===== src/rtl/qpsk_symbol_mapper.sv =====
// Byte FIFO feeding a Gray-coded QPSK mapper (Q2.13). Emits one symbol per
// SYM_PERIOD clocks with a one-cycle read strobe, inserting zero filler when starved.
module qpsk_symbol_mapper #(
   parameter int          SYM_PERIOD = 3,
   parameter int          FIFO_DEPTH = 4,
   parameter logic [15:0] AMP        = 16'h16A1
) (
   input  logic        clk,
   input  logic        reset,
   input  logic [7:0]  data_in,
   input  logic        data_valid,
   output logic        data_ready,
   output logic [15:0] sym_i,
   output logic [15:0] sym_q,
   output logic        read,
   output logic        underflow
);
   localparam int          AW      = $clog2(FIFO_DEPTH);
   localparam int          CW      = (SYM_PERIOD > 1) ? $clog2(SYM_PERIOD) : 1;
   localparam logic [CW-1:0] LAST  = CW'(SYM_PERIOD - 1);
   localparam logic [AW:0] FULL    = (AW + 1)'(FIFO_DEPTH);
   localparam logic [15:0] NEG_AMP = ~AMP + 16'd1;

   logic [7:0]    mem [FIFO_DEPTH];
   logic [AW-1:0] wr_ptr, rd_ptr;
   logic [AW:0]   count, count_nxt;
   logic [CW-1:0] slot_cnt;
   logic [1:0]    pair_cnt;
   logic [5:0]    shift;
   logic [1:0]    pair;
   logic          slot, empty, push, pop;

   assign slot  = (slot_cnt == '0);
   assign empty = (count == '0);
   assign push  = data_valid && data_ready;
   // Pop decision uses the pre-edge count, so a same-edge push never bypasses.
   assign pop   = slot && (pair_cnt == 2'd0) && !empty;
   assign pair  = pop ? mem[rd_ptr][7:6] : shift[5:4];

   always_comb begin
      count_nxt = count;
      case ({push, pop})
         2'b10:   count_nxt = count + (AW + 1)'(1);
         2'b01:   count_nxt = count - (AW + 1)'(1);
         default: count_nxt = count;
      endcase
   end

   always_ff @(posedge clk) begin
      if (push) mem[wr_ptr] <= data_in;
   end

   always_ff @(posedge clk or posedge reset) begin
      if (reset) begin
         wr_ptr     <= '0;
         rd_ptr     <= '0;
         count      <= '0;
         data_ready <= 1'b1;
         slot_cnt   <= '0;
         pair_cnt   <= 2'd0;
         shift      <= 6'd0;
         sym_i      <= 16'd0;
         sym_q      <= 16'd0;
         read       <= 1'b0;
         underflow  <= 1'b0;
      end else begin
         if (push) wr_ptr <= wr_ptr + AW'(1);
         if (pop)  rd_ptr <= rd_ptr + AW'(1);
         count      <= count_nxt;
         data_ready <= (count_nxt != FULL);
         slot_cnt   <= (slot_cnt == LAST) ? '0 : slot_cnt + CW'(1);
         read       <= slot;
         underflow  <= 1'b0;
         if (slot) begin
            if (pop || pair_cnt != 2'd0) begin
               sym_i    <= pair[1] ? NEG_AMP : AMP;
               sym_q    <= pair[0] ? NEG_AMP : AMP;
               shift    <= pop ? mem[rd_ptr][5:0] : {shift[3:0], 2'b00};
               pair_cnt <= pair_cnt + 2'd1;
            end else begin
               sym_i     <= 16'd0;
               sym_q     <= 16'd0;
               underflow <= 1'b1;
            end
         end
      end
   end
endmodule


===== config.mk =====
export PLATFORM = sky130hd
export DESIGN_NAME = qpsk_symbol_mapper
export DESIGN_NICKNAME = d
export VERILOG_FILES = /design/src/rtl/qpsk_symbol_mapper.sv
export SDC_FILE = /design/constraint.sdc
export NUM_CORES = 1
export LEC_CHECK = 0
export CAP_MARGIN = 20
export CORE_AREA = 2 2 145 76
export CTS_CLUSTER_SIZE = 30
export DETAILED_ROUTE_END_ITERATION = 10
export DIE_AREA = 0 0 147 78
export HOLD_SLACK_MARGIN = 0.06
export PLACE_DENSITY = 0.47
export SLEW_MARGIN = 10
export SYNTH_ARGS = -nofsm -noshare
export SYNTH_HDL_FRONTEND = slang
export SYNTH_SLANG_ARGS = --single-unit

===== constraint.sdc =====
create_clock -name clk -period 3.7 [get_ports clk]
set_clock_uncertainty 0.2 [all_clocks]
set_input_delay 0.37 -clock clk [delete_from_list [all_inputs] [get_ports clk]]
set_output_delay 0.37 -clock clk [all_outputs]
set_load 0.02 [all_outputs]

; Word level (Yosys, flattened, before mapping)
; Memories as Yosys holds them, arrays and structs flattened.
; Cells that the tools add are included.
; W data, S select, Z words.
[totals]
output_inout_bits = 35
regBits = 52
memories = 1
ramBits = 32
wordCells = 44
[op_classes]
addsub = 6
n_reduce_logical = 10
muxes = 12
eq_ne = 4
[mem_list]
columns = name, words, width, rd, rd_clocked_by_memory_dff, write_ports, line
row1 = mem, 4, 8, 1, 0, 1, 24  ; logic [7:0] mem [FIFO_DEPTH];
[op_table]
columns = op, n
row1 = $mux W16, 4
row2 = $add A2 B1 Y2 const B, 4
row3 = $mux W6, 1
row4 = $pmux W3 S2, 1
row5 = $eq A2 B2 Y1 const B, 2
row6 = $logic_not A2 Y1, 2
row7 = $mux W1, 4
row8 = $mux W2, 2
row9 = $add A3 B1 Y3 const B, 1
row10 = $logic_and A1 B1 Y1, 3
row11 = $logic_not A3 Y1, 1
row12 = $ne A3 B3 Y1 const B, 1
row13 = $sub A3 B1 Y3 const B, 1
row14 = $eq A2 B1 Y1 const B, 1
row15 = $reduce_and A2 Y1, 1
row16 = $reduce_bool A2 Y1, 1
row17 = $logic_not A1 Y1, 1
row18 = $logic_or A1 B1 Y1, 1

; Longest topological paths before layout
; Gate-level depths: netlist of the first run.
[depth]
ltp_word = 6
ltp_mapped = 11
depth_no_buf = 10

; Worst setup path after synthesis of the first run
; No wires, ideal clock.
[synth_timing]
kind = register to register
start = register pair_cnt[0]
end = register count[2]
path_stages_with_launch = 12
t_arrival_ps = 2320
required_ps = 3373
path_slack_ps = 1052
n_path_buf = 1
synth_period_minus_slack_ps = 2648
path_cell_list = dfrtp_1 > inv_1 > ha_1 > clkbuf_1 > nand3_2 > inv_2 > ha_1 > inv_1 > fa_1 > xor2_1 > o21a_1 > or2_2
[synth_via]
elab_chain_cells = 5
elab_cells_between_ends = 6
cone_classes = 2 x eq/ne / 1 x mux / 3 x reduce/logical
[synth_rtl]
columns = element, line
row1 = start: declaration, 28  ; logic [1:0] pair_cnt;
row2 = start signal: assignment, 79  ; pair_cnt <= pair_cnt + 2'd1;
row3 = $logic_not A2 Y1 *, 37  ; assign pop = slot && (pair_cnt == 2'd0) && !empty;
row4 = $logic_and A1 B1 Y1 * (2 in series), 37
row5 = $eq A2 B1 Y1 or $eq A2 B2 Y1 (tied branches), 42  ; case ({push, pop})
row6 = $pmux W3 S2 *, 42
row7 = net count_nxt[2], 26  ; logic [AW:0] count, count_nxt;
row8 = end signal: assignment, 69  ; count <= count_nxt;
row9 = end: declaration, 26
; The timed path passes the listed nets; every way through them passes the cells marked *.
; A chain may end at the register's enable or synchronous reset.

; Worst setup path in the final report of the first run
[layout_timing]
start = register slot_cnt[0]
end = register count[2]
[layout_via]
elab_chain_cells = 5
elab_cells_between_ends = 6
cone_classes = 2 x eq/ne / 1 x mux / 3 x reduce/logical
[layout_rtl]
columns = element, line
row1 = start: declaration, 27  ; logic [CW-1:0] slot_cnt;
row2 = start signal: assignment, 71  ; slot_cnt <= (slot_cnt == LAST) ? '0 : slot_cnt + CW'(1);
row3 = $logic_not A2 Y1 *, 33  ; assign slot = (slot_cnt == '0);
row4 = $logic_and A1 B1 Y1 * (2 in series), 37
row5 = $eq A2 B1 Y1 or $eq A2 B2 Y1 (tied branches), 42
row6 = $pmux W3 S2 *, 42
row7 = net count_nxt[2], 26
; Marks and branches as above.

==> metrics, run 1 <==
status finished, final reports clean; area leader, netlist edfxtp_1; Clk pin slew, worst setup/hold paths 0.05 ns; Setup TNS Final 0 ns; post-cts hold buffer count 0; max-slew violations 0; Port Buffer Count 45; Slew @ Worst Pin 0.659 ns; WP data required 3.70 ns; post-synthesis mux area share 8.06%; maximum vdd drop 246 µV; Ports 46; YS warnings 0; die height 78 µm; slew margin rel. 56.0%; RSZ-0062 raised after global routing no; total CTS buffers 9; Die X 147 µm; Clock Path Buffers 2; power density over the cells 843 nW/µm²; layout cells sized above 1 13.1%; die area 11,500 µm²; top cell type's share of synthesized area 38.2%; Residual DRC 0; clock power share 28.5%; area share of xor/xnor cells in the synthesized design 2.09%; MaxCap Viol Count 0; initial antenna violation count 0; Synth Register Bits 57; GRT Total Usage 8.26%; area grow syn2layout 27.0%; post-synthesis adder-cell area fraction 3.78%; fmax 349 MHz; Root Buffer clkbuf_16; sequential share of power 37.8%; sequential fraction of the synthesis area 63.2%; Place WS 0.821 ns; filler instances 1,021; later-pin clock latency in the skew report 0.32 ns; Final WS setup 0.834 ns; Setup Fix Bufs, Post-CTS 0; vias per std cell 3.97; CTS tree yes; setup violators final 0; nature of the critical path endpoint flip-flop; Multi-input gate area 637 µm²; Hold WS 0.198 ns; Compound-Gate Fraction of Synth Area 5.23%; Site Rows 26; combinational fraction of design power 33.7%; Setup CP Type flip-flop to flip-flop; Distinct cells, synth 35; Final period util 77.5%; Worst Path Arrival 2.87 ns; H-tree lvl count 3; Area after DPL 2900 µm²; final net count 211; post-CTS sizing 0; drt pass-1 iters 4; initial core utilization 24.9%; Async SR Flop Fraction 43.9%; post-route cell area 3190 µm²; Final GP Congestion 0.757; Switching Power 0.860 mW; total power 2.69 mW; core area 10,100 µm²; final antenna-violating net count 0; largest family of logic cells by synthesized area buffers and inverters; Syn Std Cell Area 2510 µm²; first-pass GRT wire length 7.11 mm; Synth Area in Simple Gates 6.17%; Initial DRC Count 60; Final Hold Viols 0; DR vias 1,343; Mapped Nets 186; number of synthesized flops with an enable pin 32; Gate Count Post-Synth 168; startpoint types flip-flop; Reg area 1590 µm²; GRT overflow 0; hold crit path type input port to asynchronous set/reset pin; commonest register cell after synthesis edfxtp_1; vias in the first global route 1,358; Int Pwr 1.83 mW; WL/cell 13.3 µm; switching power share of the total 31.9%; Mean Syn Cell Area 15.0 µm²; synth top area cells edfxtp_1 38%, dfrtp_1 24%, buf_4 8.4%; final wirelength 4.50 mm; Tmin final 2.87 ns; n_diodes 0; Lkg Pwr 1.23 nW; CTS Sinks 57; largest net degree at the start of global routing 26; HPWL Detailed 3.14 mm; Max FO, Critical Path 11
==> final timing paths <==
path	start	to	slack [ns]	cells past startpoint
setup / recovery	slot_cnt[0]$_DFF_PP0_	count[2]$_DFF_PP0_	0.83	10
hold / removal	reset	count[2]$_DFF_PP0_	0.20	2
setup reg to reg	slot_cnt[0]$_DFF_PP0_	count[2]$_DFF_PP0_	0.83	10
hold reg to reg	pair_cnt[0]$_DFFE_PP0P_	pair_cnt[0]$_DFFE_PP0P_	0.28	1
max in group asynchronous	reset	shift[4]$_DFFE_PP0P_	2.63	3
min in group clk	pair_cnt[0]$_DFFE_PP0P_	pair_cnt[0]$_DFFE_PP0P_	0.28	1
==> worst max-delay path, cell delays in order, from the launching register on <==
cell,delay (ns)
dfrtp_1,0.41
or2_1,0.38
inv_1,0.18
nand3_2,0.14
inv_2,0.20
ha_1,0.21
inv_1,0.06
fa_1,0.37
xor2_1,0.16
o21a_1,0.18
or2_2,0.28
==> metal layers <==
layer / part of all wire, % / track usage [%]
met5: 0 / 0
met3: 4.0 / 3.24
met4: 2.5 / 4.23
met2: 48 / 13.3
met1: 46 / 9.65
==> Yosys cell counts, drive strengths merged (2+ instances only) <==
library cell	n
nor3b	2
mux4	8
nor3	5
edfxtp	32
inv	13
xnor2	4
xor2	2
a221o	5
or2	2
a21oi	2
o21ai	3
and2	2
nor2	3
ha	6
a21o	2
and3	5
clkbuf	2
buf	30
mux2	2
dfrtp	24
nor4	2
a22o	2
==> cell type report <==
type | instances | area share, %
clock buffers | 11 | 7.29
clock inverters | 5 | 1.45
multi-input cells | 66 | 19.9
repair buffers | 46 | 14.6
well taps | 140 | 5.49
inverters | 13 | 1.53
flip-flops and latches | 57 | 49.7
==> stage by stage <==
stage,std cells,util (%)
2_1_floorplan,168,-
3_3_place_gp,321,28.7
3_5_place_dp,321,28.7
4_1_cts,337,31.5
5_1_grt,338,31.7
6_report,338,31.7
==> cells in the final DEF, fill, tap and decap left out, types with 2 or more instances in the layout <==
master	netlist	routed
mux4_2	8	8
and3_1	5	5
dfrtp_1	24	24
ha_1	6	6
o21ai_0	3	3
a22o_1	2	2
nor3_1	5	5
and2_1	2	2
clkdlybuf4s50_1	0	45
a221o_1	5	5
edfxtp_1	32	32
a21oi_1	2	2
nor4_1	2	2
clkinv_1	0	3
nor2_1	3	3
xor2_1	2	2
a21o_1	2	2
xnor2_1	4	4
clkbuf_16	0	9
mux2_2	2	2
clkbuf_1	2	2
nor3b_1	2	2
inv_1	12	12
==> registers in the layout, indices dropped and copies added, names as in the netlist <==
name / flops
data_ready: 1
underflow: 1
pair_cnt: 2
count: 3
shift: 6
read: 1
sym_i: 3
mem: 32
sym_q: 2
slot_cnt: 2
wr_ptr: 2
rd_ptr: 2
==> cells by family after synthesis <==
logic type      after synthesis
compound gates               17
xor+xnor                      6
fa+ha+maj                     7
buf+inv                      45
flops                        57
mux                          10
simple gates                 26
==> power groups by stage <==
stage | registers (mW) | logic [mW] | clock network, mW
global placement | 1.03 | 0.919 | 0
detailed placement | 1.04 | 0.925 | 0
global route | 1.05 | 0.977 | 0.814
CTS | 1.03 | 0.926 | 0.782
floorplan | 0.980 | 0.717 | 0
finish | 1.02 | 0.907 | 0.766
Power figures use the tool's default switching activity.
==> inputs of run 2 (changes only) <==
Clock period 3.7 ns to 2.9 ns, I/O delays scaled along.
==> metrics, run 2 (same netlist as run 1, synthesis figures left out) <==
status finished, final reports clean; most common cell after layout, fill and taps aside clkdlybuf4s50_1; post-cts hold buffer count 0; Site Rows 26; nature of the critical path endpoint flip-flop; post-CTS sizing 0; Final Hold Viols 0; power density over the cells 1050 nW/µm²; GRT Total Usage 8.69%; Final period util 89.8%; fmax 384 MHz; most used cell, CP inv_1; slew margin rel. 60.1%; Max FO, Critical Path 5; max reg flops 32; Worst Path Arrival 2.60 ns; total power 3.35 mW; RSZ-0062 raised after global routing no; most frequent cells in the layout 45 x clkdlybuf4s50_1, 32 x edfxtp_1, 24 x dfrtp_1; vias in the first global route 1,395; Setup Fix Bufs, Post-CTS 0; final wirelength 4.62 mm; Lkg Pwr 1.22 nW; startpoint types flip-flop; final antenna-violating net count 0; FF-to-FF path depth 10; vias per std cell 4.01; WL/cell 13.5 µm; WP data required 2.89 ns; CTS Sinks 57; Final GP Congestion 0.749; Top reg by flops mem; Root Buffer clkbuf_16; Slew @ Worst Pin 0.598 ns; HPWL Detailed 3.17 mm; CP peak stage delay 0.40 ns; Setup TNS Final 0 ns; initial core utilization 24.9%; maximum vdd drop 276 µV; biggest regs mem (32), shift (6); Ports 46; CP bufs+invs 3; final net count 214; first-pass GRT wire length 7.36 mm; die height 78 µm; max-slew violations 0; largest net degree at the start of global routing 26; Critical Path Stages 10; r2r endpoint count[2]$_DFF_PP0_; Reg-to-Reg Start slot_cnt[0]$_DFF_PP0_; Setup CP Type flip-flop to flip-flop; MaxCap Viol Count 0; slowest CP cell dfrtp_1; layout cells sized above 1 13.4%; Tmin final 2.60 ns; worst path cell trace or2_1 -> inv_1 -> nand3_2 -> inv_2 -> ha_1 -> inv_1 -> fa_1 -> xor2_1 -> o21a_1 -> or2_2; core area 10,100 µm²; hold crit path type input port to asynchronous set/reset pin; CTS tree yes; later-pin clock latency in the skew report 0.32 ns; area grow syn2layout 26.5%; CP top delay family simple AND/OR/NAND/NOR gates; DR vias 1,368; Clk pin slew, worst setup/hold paths 0.05 ns; H-tree lvl count 3; n_diodes 0; Die X 147 µm; drt pass-1 iters 3; total CTS buffers 9; setup violators final 0; Residual DRC 0; Initial DRC Count 59; GRT overflow 0; Port Buffer Count 45; fin util 31.5%; setup slack, reg-to-reg 0.30 ns; Clock Path Buffers 2; initial antenna violation count 0; die area 11,500 µm²
[run 2: cell count changes in the layout (fill, tap and decap cells not counted)]
cell and change:
buf_8 -1, clkbuf_1 +2, bufinv_16 -1, buf_4 +4
clkinv_2 -1
[run 2: where the power goes]
| part | internal [mW] | total (mW) | switching [mW] |
|---|---|---|---|
| clock network | 0.566 | 0.875 | 0.309 |
| logic | 0.606 | 1.17 | 0.566 |
| registers | 1.09 | 1.30 | 0.214 |
| total | 2.26 | 3.35 | 1.09 |
[run 2: metrics by stage]
step	area, µm²	hold WS [ns]	setup WS, ns	cells
2_1_floorplan	2510	0.117	0.252	168
3_3_place_gp	2930	0.262	0.397	325
3_5_place_dp	2930	0.271	0.319	325
4_1_cts	3180	0.138	0.326	341
5_1_grt	3180	0.170	0.161	341
6_report	3180	0.127	0.296	341
[run 2: final cells by class]
cell class	count	area, µm²
multi-input combinational	66	637
tap	140	175
inverter	13	48.8
clock buffer	13	240
fill	1008	6900
clock inverter	3	11.3
sequential	57	1590
timing repair buffer	49	480
[run 2: worst max-delay path by stage]
| stage | from | to | slack, ns |
|---|---|---|---|
| 2_1_floorplan | pair_cnt[0]$_DFFE_PP0P_ | count[2]$_DFF_PP0_ | 0.25 |
| 3_3_place_gp | slot_cnt[0]$_DFF_PP0_ | count[2]$_DFF_PP0_ | 0.40 |
| 3_5_place_dp | slot_cnt[0]$_DFF_PP0_ | count[2]$_DFF_PP0_ | 0.32 |
| 4_1_cts | slot_cnt[0]$_DFF_PP0_ | count[2]$_DFF_PP0_ | 0.33 |
| 5_1_grt | slot_cnt[0]$_DFF_PP0_ | count[2]$_DFF_PP0_ | 0.16 |
| 6_report | slot_cnt[0]$_DFF_PP0_ | count[2]$_DFF_PP0_ | 0.30 |
[run 2: layer usage]
| layer | part of all wire, % | vias up | track usage (%) | routed length, µm |
|---|---|---|---|---|
| li1 | - | 640 | - | - |
| met5 | 0 | - | 0 | 0 |
| met2 | 48 | 30 | 13.7 | 2200 |
| met4 | 2.1 | 0 | 4.33 | 97 |
| met1 | 46 | 688 | 10.5 | 2120 |
| met3 | 4.3 | 10 | 3.29 | 198 |
[run 2: tightest hold or removal path: stages]
cell and delay, ns:
clkdlybuf4s50_1 0.40, inv_1 0.05, buf_4 0.30
